`config.mk`:
```
export PLATFORM = sky130hd
export DESIGN_NAME = lcd_disp_ctrl
export DESIGN_NICKNAME = d
export VERILOG_FILES = /design/src/rtl/lcd_disp_ctrl.sv
export SDC_FILE = /design/constraint.sdc
export NUM_CORES = 1
export LEC_CHECK = 0
export ABC_AREA = 1
export CAP_MARGIN = 20
export CORE_MARGIN = 4
export CORE_UTILIZATION = 50
export DETAILED_ROUTE_END_ITERATION = 7
export GPL_TIMING_DRIVEN = 0
export PLACE_DENSITY = 0.74
export SYNTH_ARGS = -nofsm -noshare
export SYNTH_HDL_FRONTEND = slang
export SYNTH_SLANG_ARGS = --single-unit
```
`constraint.sdc`:
```
create_clock -name sys_clk -period 2.7 [get_ports sys_clk]
set_input_delay 0.405 -clock sys_clk [delete_from_list [all_inputs] [get_ports sys_clk]]
set_output_delay 0.405 -clock sys_clk [all_outputs]
set_load 0.03 [all_outputs]
```
`src/rtl/lcd_disp_ctrl.sv`:
```
// lcd_disp_ctrl: RGB LCD panel controller.
// After reset the pixel bus is released for a while, the panel ID straps
// (M0=lcd_rgb_in[7], M1=lcd_rgb_in[15], M2=lcd_rgb_in[23]) are read back, the
// matching panel timing is loaded once, and the sync/data-enable generator runs.
// The generator advances one pixel per pix_ce strobe.
//
// Ports:
//   sys_clk, sys_rst_n       - clock, asynchronous active-low reset
//   lcd_rgb_in[23:0]         - panel bus readback (ID straps)
//   pix_ce                   - one-cycle pixel strobe
//   rgb_oe                   - pixel source may drive the bus
//   lcd_hs, lcd_vs           - active-low syncs
//   lcd_de                   - active-high data enable
//   lcd_bl                   - backlight enable
//   pixel_xpos, pixel_ypos   - active-area coordinates (0 outside the active area)
//   lcd_id, pclk_div         - decoded panel ID and pixel clock divider code
//   cfg_done                 - timing loaded and generator running
//
// Build option: define LCD_ID_DEBOUNCE_EN to accept the straps only after three
// consecutive identical samples.
module lcd_disp_ctrl (
  input  logic        sys_clk,
  input  logic        sys_rst_n,
  input  logic [23:0] lcd_rgb_in,
  input  logic        pix_ce,
  output logic        rgb_oe,
  output logic        lcd_hs,
  output logic        lcd_vs,
  output logic        lcd_de,
  output logic        lcd_bl,
  output logic [10:0] pixel_xpos,
  output logic [10:0] pixel_ypos,
  output logic [15:0] lcd_id,
  output logic [1:0]  pclk_div,
  output logic        cfg_done
);

  typedef enum logic [1:0] {ST_WAIT, ST_SAMPLE, ST_CONFIG, ST_RUN} state_e;

  state_e      state_q;
  logic [3:0]  wait_cnt_q;
  logic [2:0]  id_code_q;
`ifdef LCD_ID_DEBOUNCE_EN
  logic [1:0]  stable_cnt_q;
`endif
  logic [10:0] h_cnt_q, v_cnt_q;
  logic [10:0] h_sync_q, h_start_q, h_end_q, h_total_q;
  logic [10:0] v_sync_q, v_start_q, v_end_q, v_total_q;
  logic [15:0] id_q;
  logic [1:0]  div_q;
  logic        hs_q, vs_q, de_q, bl_q, oe_q, done_q;
  logic [10:0] xpos_q, ypos_q;

  logic [15:0] id_d;
  logic [1:0]  div_d;
  logic [10:0] h_sync_d, h_start_d, h_end_d, h_total_d;
  logic [10:0] v_sync_d, v_start_d, v_end_d, v_total_d;
  logic        hs_d, vs_d, de_d, h_wrap, v_wrap;
  logic [10:0] xpos_d, ypos_d;

  logic [2:0]  straps;
  logic        unused_rgb;

  // Only the three strap bits matter; the rest of the bus is pixel data.
  assign straps     = {lcd_rgb_in[23], lcd_rgb_in[15], lcd_rgb_in[7]};
  assign unused_rgb = ^{lcd_rgb_in[22:16], lcd_rgb_in[14:8], lcd_rgb_in[6:0]};

  // Timing kept as sync end / active start / active end / total.
  always_comb begin
    id_d      = 16'h0000;
    div_d     = 2'd2;
    h_sync_d  = 11'd41;  h_start_d = 11'd43;  h_end_d = 11'd523;  h_total_d = 11'd525;
    v_sync_d  = 11'd10;  v_start_d = 11'd12;  v_end_d = 11'd284;  v_total_d = 11'd286;
    case (id_code_q)
      3'b000: id_d = 16'h4342;
      3'b001: begin
        id_d      = 16'h7084;
        div_d     = 2'd1;
        h_sync_d  = 11'd128; h_start_d = 11'd216; h_end_d = 11'd1016; h_total_d = 11'd1056;
        v_sync_d  = 11'd2;   v_start_d = 11'd35;  v_end_d = 11'd515;  v_total_d = 11'd525;
      end
      3'b010: begin
        id_d      = 16'h7016;
        div_d     = 2'd0;
        h_sync_d  = 11'd20;  h_start_d = 11'd160; h_end_d = 11'd1184; h_total_d = 11'd1344;
        v_sync_d  = 11'd3;   v_start_d = 11'd23;  v_end_d = 11'd623;  v_total_d = 11'd635;
      end
      default: ;
    endcase
  end

  always_comb begin
    hs_d   = !(h_cnt_q < h_sync_q);
    vs_d   = !(v_cnt_q < v_sync_q);
    de_d   = (h_cnt_q >= h_start_q) && (h_cnt_q < h_end_q) &&
             (v_cnt_q >= v_start_q) && (v_cnt_q < v_end_q);
    xpos_d = de_d ? (h_cnt_q - h_start_q) : '0;
    ypos_d = de_d ? (v_cnt_q - v_start_q) : '0;
    h_wrap = (h_cnt_q == h_total_q - 11'd1);
    v_wrap = (v_cnt_q == v_total_q - 11'd1);
  end

  always_ff @(posedge sys_clk or negedge sys_rst_n) begin
    if (!sys_rst_n) begin
      state_q    <= ST_WAIT;
      wait_cnt_q <= '0;
      id_code_q  <= '0;
`ifdef LCD_ID_DEBOUNCE_EN
      stable_cnt_q <= '0;
`endif
      h_cnt_q    <= '0;
      v_cnt_q    <= '0;
      h_sync_q   <= '0;  h_start_q <= '0;  h_end_q <= '0;  h_total_q <= '0;
      v_sync_q   <= '0;  v_start_q <= '0;  v_end_q <= '0;  v_total_q <= '0;
      id_q       <= '0;
      div_q      <= 2'd2;
      hs_q       <= 1'b1;
      vs_q       <= 1'b1;
      de_q       <= 1'b0;
      bl_q       <= 1'b0;
      oe_q       <= 1'b0;
      done_q     <= 1'b0;
      xpos_q     <= '0;
      ypos_q     <= '0;
    end else begin
      case (state_q)
        ST_WAIT: begin
          wait_cnt_q <= wait_cnt_q + 4'd1;
          if (wait_cnt_q == 4'hF) state_q <= ST_SAMPLE;
        end
        ST_SAMPLE: begin
`ifdef LCD_ID_DEBOUNCE_EN
          // The held code doubles as the comparison reference; a mismatch
          // restarts the run with the new value as its first sample.
          if (stable_cnt_q == 2'd0 || straps != id_code_q) begin
            id_code_q    <= straps;
            stable_cnt_q <= 2'd1;
          end else if (stable_cnt_q == 2'd2) begin
            state_q <= ST_CONFIG;
          end else begin
            stable_cnt_q <= stable_cnt_q + 2'd1;
          end
`else
          id_code_q <= straps;
          state_q   <= ST_CONFIG;
`endif
        end
        ST_CONFIG: begin
          id_q      <= id_d;
          div_q     <= div_d;
          h_sync_q  <= h_sync_d;  h_start_q <= h_start_d;
          h_end_q   <= h_end_d;   h_total_q <= h_total_d;
          v_sync_q  <= v_sync_d;  v_start_q <= v_start_d;
          v_end_q   <= v_end_d;   v_total_q <= v_total_d;
          h_cnt_q   <= '0;
          v_cnt_q   <= '0;
          bl_q      <= 1'b1;
          oe_q      <= 1'b1;
          done_q    <= 1'b1;
          state_q   <= ST_RUN;
        end
        ST_RUN: begin
          hs_q   <= hs_d;
          vs_q   <= vs_d;
          de_q   <= de_d;
          xpos_q <= xpos_d;
          ypos_q <= ypos_d;
          if (pix_ce) begin
            if (h_wrap) begin
              h_cnt_q <= '0;
              v_cnt_q <= v_wrap ? '0 : v_cnt_q + 11'd1;
            end else begin
              h_cnt_q <= h_cnt_q + 11'd1;
            end
          end
        end
      endcase
    end
  end

  assign rgb_oe     = oe_q;
  assign lcd_hs     = hs_q;
  assign lcd_vs     = vs_q;
  assign lcd_de     = de_q;
  assign lcd_bl     = bl_q;
  assign pixel_xpos = xpos_q;
  assign pixel_ypos = ypos_q;
  assign lcd_id     = id_q;
  assign pclk_div   = div_q;
  assign cfg_done   = done_q;

endmodule

```
==> impl_metrics.toml <==
[timing]
max_slew_violation_count = 0
max_slew_margin_pct = 40.3
timing.final.hold_violations = 0
fmax_ghz = 0.414
setup_ws_ns = 0.287
tightest_slew_ns = 0.896
setup_repair_after_global_routing_missed_its_margin = "no"
finalCritPeriodShare_pct = 89.4
number_of_failing_setup_endpoints_in_the_final_timing_report = 0
fin_worst_skew_ns = 0.0131
layout_min_cycle_time_ns = 2.41

[status]
outcome = "complete, no violations"

[cells_and_area]
area_growth_syn_to_layout_pct = 15.9
area.sequential_um2 = 1730
layout.core_utilization_pct = 59.8
layout.filler_cells = 930
final_layout_size_suffix_gt1_share_pct = 8.68
multi_input_comb_area_um2 = 2870
num_antenna_cells = 0
fin_nets = 823

[min_path]
min-delay-path-class = "input pin to async pin"

[drt]
routed_wire_length_um = 13000
route.vias.total = 4836
detail_route.vias_per_cell = 5.42
drc = 0
wl_per_cell_um = 14.5
detailedRoute.firstPassIterationCount = 5
drt.antenna.violating_nets = 0
drt_first_iter_violations = 397

[worst_setup_path]
timing.critical_path.buf_inv = 2
timing.critical_path.cells = "inv_2 > ha_1 > nor3_1 > nand3_1 > nor2_2 > nand3_2 > nand2_2 > buf_6 > nand4_1 > nand2_1"
worst-endpoint-arrival_ns = 2.70
critical-path-max-stage-delay_ns = 0.48
critical_path_class = "flop to flop"
critPathCaptureType = "flop"
critPathSlowestCell = "sky130_fd_sc_hd__dfrtp_1"
largest_fanout_on_the_critical_path = 15
path_delay_family = "simple AND/OR/NAND/NOR gates"
timing.critical_path.from_type = "flop"
worst-endpoint-required_ns = 2.99

[power_and_ir_drop]
seqPwrFrac_pct = 44.6
combPwrFrac_pct = 25.4
cellLeakagePower_nw = 3.13
cell_internal_pwr_mw = 1.73
switchingPower_mw = 0.854
worst_ir_drop_vdd_v = 0.000223
power.switching_fraction_pct = 33.1
p_per_area_nw_per_um2 = 439
clock_power_share_pct = 30.1

[global_route]
first_pass_grt_wire_length_um = 21900
grt_pass1_vias = 4727
grt_usage_pct = 23.5
grt_max_degree = 70
grt_antenna_before_repair = 0
grt-ovfl-total = 0

[clock_tree]
clk_transition_reported_paths_ns = 0.08
cts_setup_buffers = 0
deepest_level_of_the_cts_h_tree = 3
clock_sink_count = 69
clock_insertion_delay_at_the_later_pin_of_the_skew_report_ns = 0.36
clock_tree_from_tritoncts = "built"
cts_buffer_depth = 2
hold_buffers = 0
cts.root.buffer_cell = "sky130_fd_sc_hd__clkbuf_8"
cts_repair_resize_count = 0
num_cts_buffers = 9

[run]
max_cap_viol_count = 0

[die]
initial_utilization_pct = 51.6
std_cell_rows = 36
chip_width_um = 109
area_of_the_die_um2 = 11800
fp.coreArea_um2 = 9820
die-height_um = 109
i_o_pin_cnt = 73

[placed_design]
port_buffers = 45
finalWeightedCongestion = 0.899
place_ws_ns = 0.339
detailedPlacementHpwl_um = 9550

[synth]
yosysWarnings = 0
number_of_flip_flops_and_latches_in_the_synthesized_netlist = 69
synth_top_area_share_pct = 32.6
synth.yosys.seq_area_share_pct = 34.1
post_synth.cell_area_avg_um2 = 7.31
synth.top_cells.by_area = "sky130_fd_sc_hd__dfrtp_1, sky130_fd_sc_hd__nand2_1, sky130_fd_sc_hd__ha_1"
synth_cells = 694
synth_area_um2 = 5070
yosys.cell_types.count = 41
synthDominantAreaCellType = "sky130_fd_sc_hd__dfrtp_1"
==> cells by family (layout without fill, tap and decap cells) <==
logic type / Yosys count / after routing / share of synthesized area, %
AND/OR/NAND/NOR: 393 / 393 / 33.7
buffers and inverters: 100 / 161 / 9.67
flip-flops: 69 / 69 / 34.1
AO/OA/AOI/OAI: 59 / 59 / 6.66
adder cells (fa/ha/maj): 41 / 41 / 10.4
XOR/XNOR: 31 / 31 / 5.36
other: 1 / 6 / 0.0740
==> power by group through the flow <==
| stage | Clock (mW) | Combinational [mW] | Sequential (mW) |
|---|---|---|---|
| 6_report | 0.776 | 0.654 | 1.15 |
| 5_1_grt | 0.846 | 0.730 | 1.16 |
| 4_1_cts | 0.791 | 0.651 | 1.15 |
| 3_5_place_dp | 0 | 0.647 | 1.17 |
| 3_3_place_gp | 0 | 0.630 | 1.17 |
| 2_1_floorplan | 0 | 0.468 | 1.17 |
==> final timing paths <==
check / startpoint / end / slack (ns) / depth (start not counted)
max: v_start_q[3]$_DFFE_PN0P_ / v_cnt_q[9]$_DFFE_PN0P_ / 0.29 / 10
min: sys_rst_n / pixel_xpos[1]$_DFFE_PN0P_ / 0.12 / 1
max reg2reg: v_start_q[3]$_DFFE_PN0P_ / v_cnt_q[9]$_DFFE_PN0P_ / 0.29 / 10
min reg2reg: pclk_div[1]$_DFFE_PN1P_ / pclk_div[1]$_DFFE_PN1P_ / 0.47 / 2
max in group asynchronous: sys_rst_n / lcd_id[1]$_DFFE_PN0P_ / 1.94 / 1
min in group sys_clk: pclk_div[1]$_DFFE_PN1P_ / pclk_div[1]$_DFFE_PN1P_ / 0.47 / 2
==> synthesized netlist by cell type, drive strengths merged <==
cell / number
a21boi: 1
xor2: 25
o31ai: 1
a31oi: 4
clkbuf: 5
a21oi: 19
ha: 39
nand2: 222
a41oi: 1
o211ai: 1
nor3: 16
a21o: 1
nor4: 1
a22oi: 1
dfstp: 3
o22ai: 7
dfrtp: 66
o21ai: 20
buf: 30
o21a: 1
nand4: 19
nand3b: 6
nor2: 53
fa: 2
or2: 2
nand3: 74
inv: 65
conb: 1
o21bai: 1
xnor2: 6
a22o: 1
==> sequential cells by signal, indices dropped and copies added, names as in the netlist, 2 cells and up <==
name        cells
state_q         2
pixel_ypos     11
h_cnt_q        11
pixel_xpos     11
wait_cnt_q      4
id_code_q       3
pclk_div        2
v_start_q       3
lcd_id          6
v_cnt_q        11
==> per-stage QoR <==
step	std cells	hold WS, ns	area [µm²]	TNS, ns	power, mW
2_1_floorplan	699	0.109	5090	0	1.64
3_3_place_gp	877	0.462	5710	-75.99	1.80
3_5_place_dp	877	0.464	5700	0	1.82
4_1_cts	893	0.188	5880	0	2.59
5_1_grt	893	0.231	5880	0	2.74
6_report	893	0.120	5880	0	2.58
==> cell usage in the layout, fill, tap and decap left out, drive strengths merged, types with 3 or more instances in the layout <==
master         count
clkdlybuf4s50     44
nand3             74
dfrtp             66
nand2            222
nand3b             6
nand4             19
nor2              53
nor3              16
o22ai              7
xor2              25
conb               6
a31oi              4
a21oi             19
xnor2              6
dfstp              3
ha                39
clkbuf            19
o21ai             20
inv               65
buf               31
==> worst register-to-register path, stage by stage (launching register included) <==
cell	delay (ns)
sky130_fd_sc_hd__dfrtp_1	0.48
sky130_fd_sc_hd__inv_2	0.32
sky130_fd_sc_hd__ha_1	0.35
sky130_fd_sc_hd__nor3_1	0.31
sky130_fd_sc_hd__nand3_1	0.16
sky130_fd_sc_hd__nor2_2	0.16
sky130_fd_sc_hd__nand3_2	0.13
sky130_fd_sc_hd__nand2_2	0.10
sky130_fd_sc_hd__buf_6	0.14
sky130_fd_sc_hd__nand4_1	0.10
sky130_fd_sc_hd__nand2_1	0.10
==> cell type report <==
cell class	count	area share [%]
buffer	35	4.15
clock buffer	14	2.77
timing repair buffer	45	7.62
sequential	69	29.5
tap	133	2.83
clock inverter	2	0.170
multi-input combinational	530	48.8
inverter	65	4.20
==> per-layer routing <==
metal | routed length [µm] | global-route usage, % | vias to the layer above
li1 | - | - | 2372
met1 | 5690 | 30.3 | 2229
met2 | 6030 | 39.3 | 205
met3 | 904 | 3.73 | 30
met4 | 326 | 9.74 | 0
met5 | 0 | 0 | -
Power figures use the tool's default switching activity.
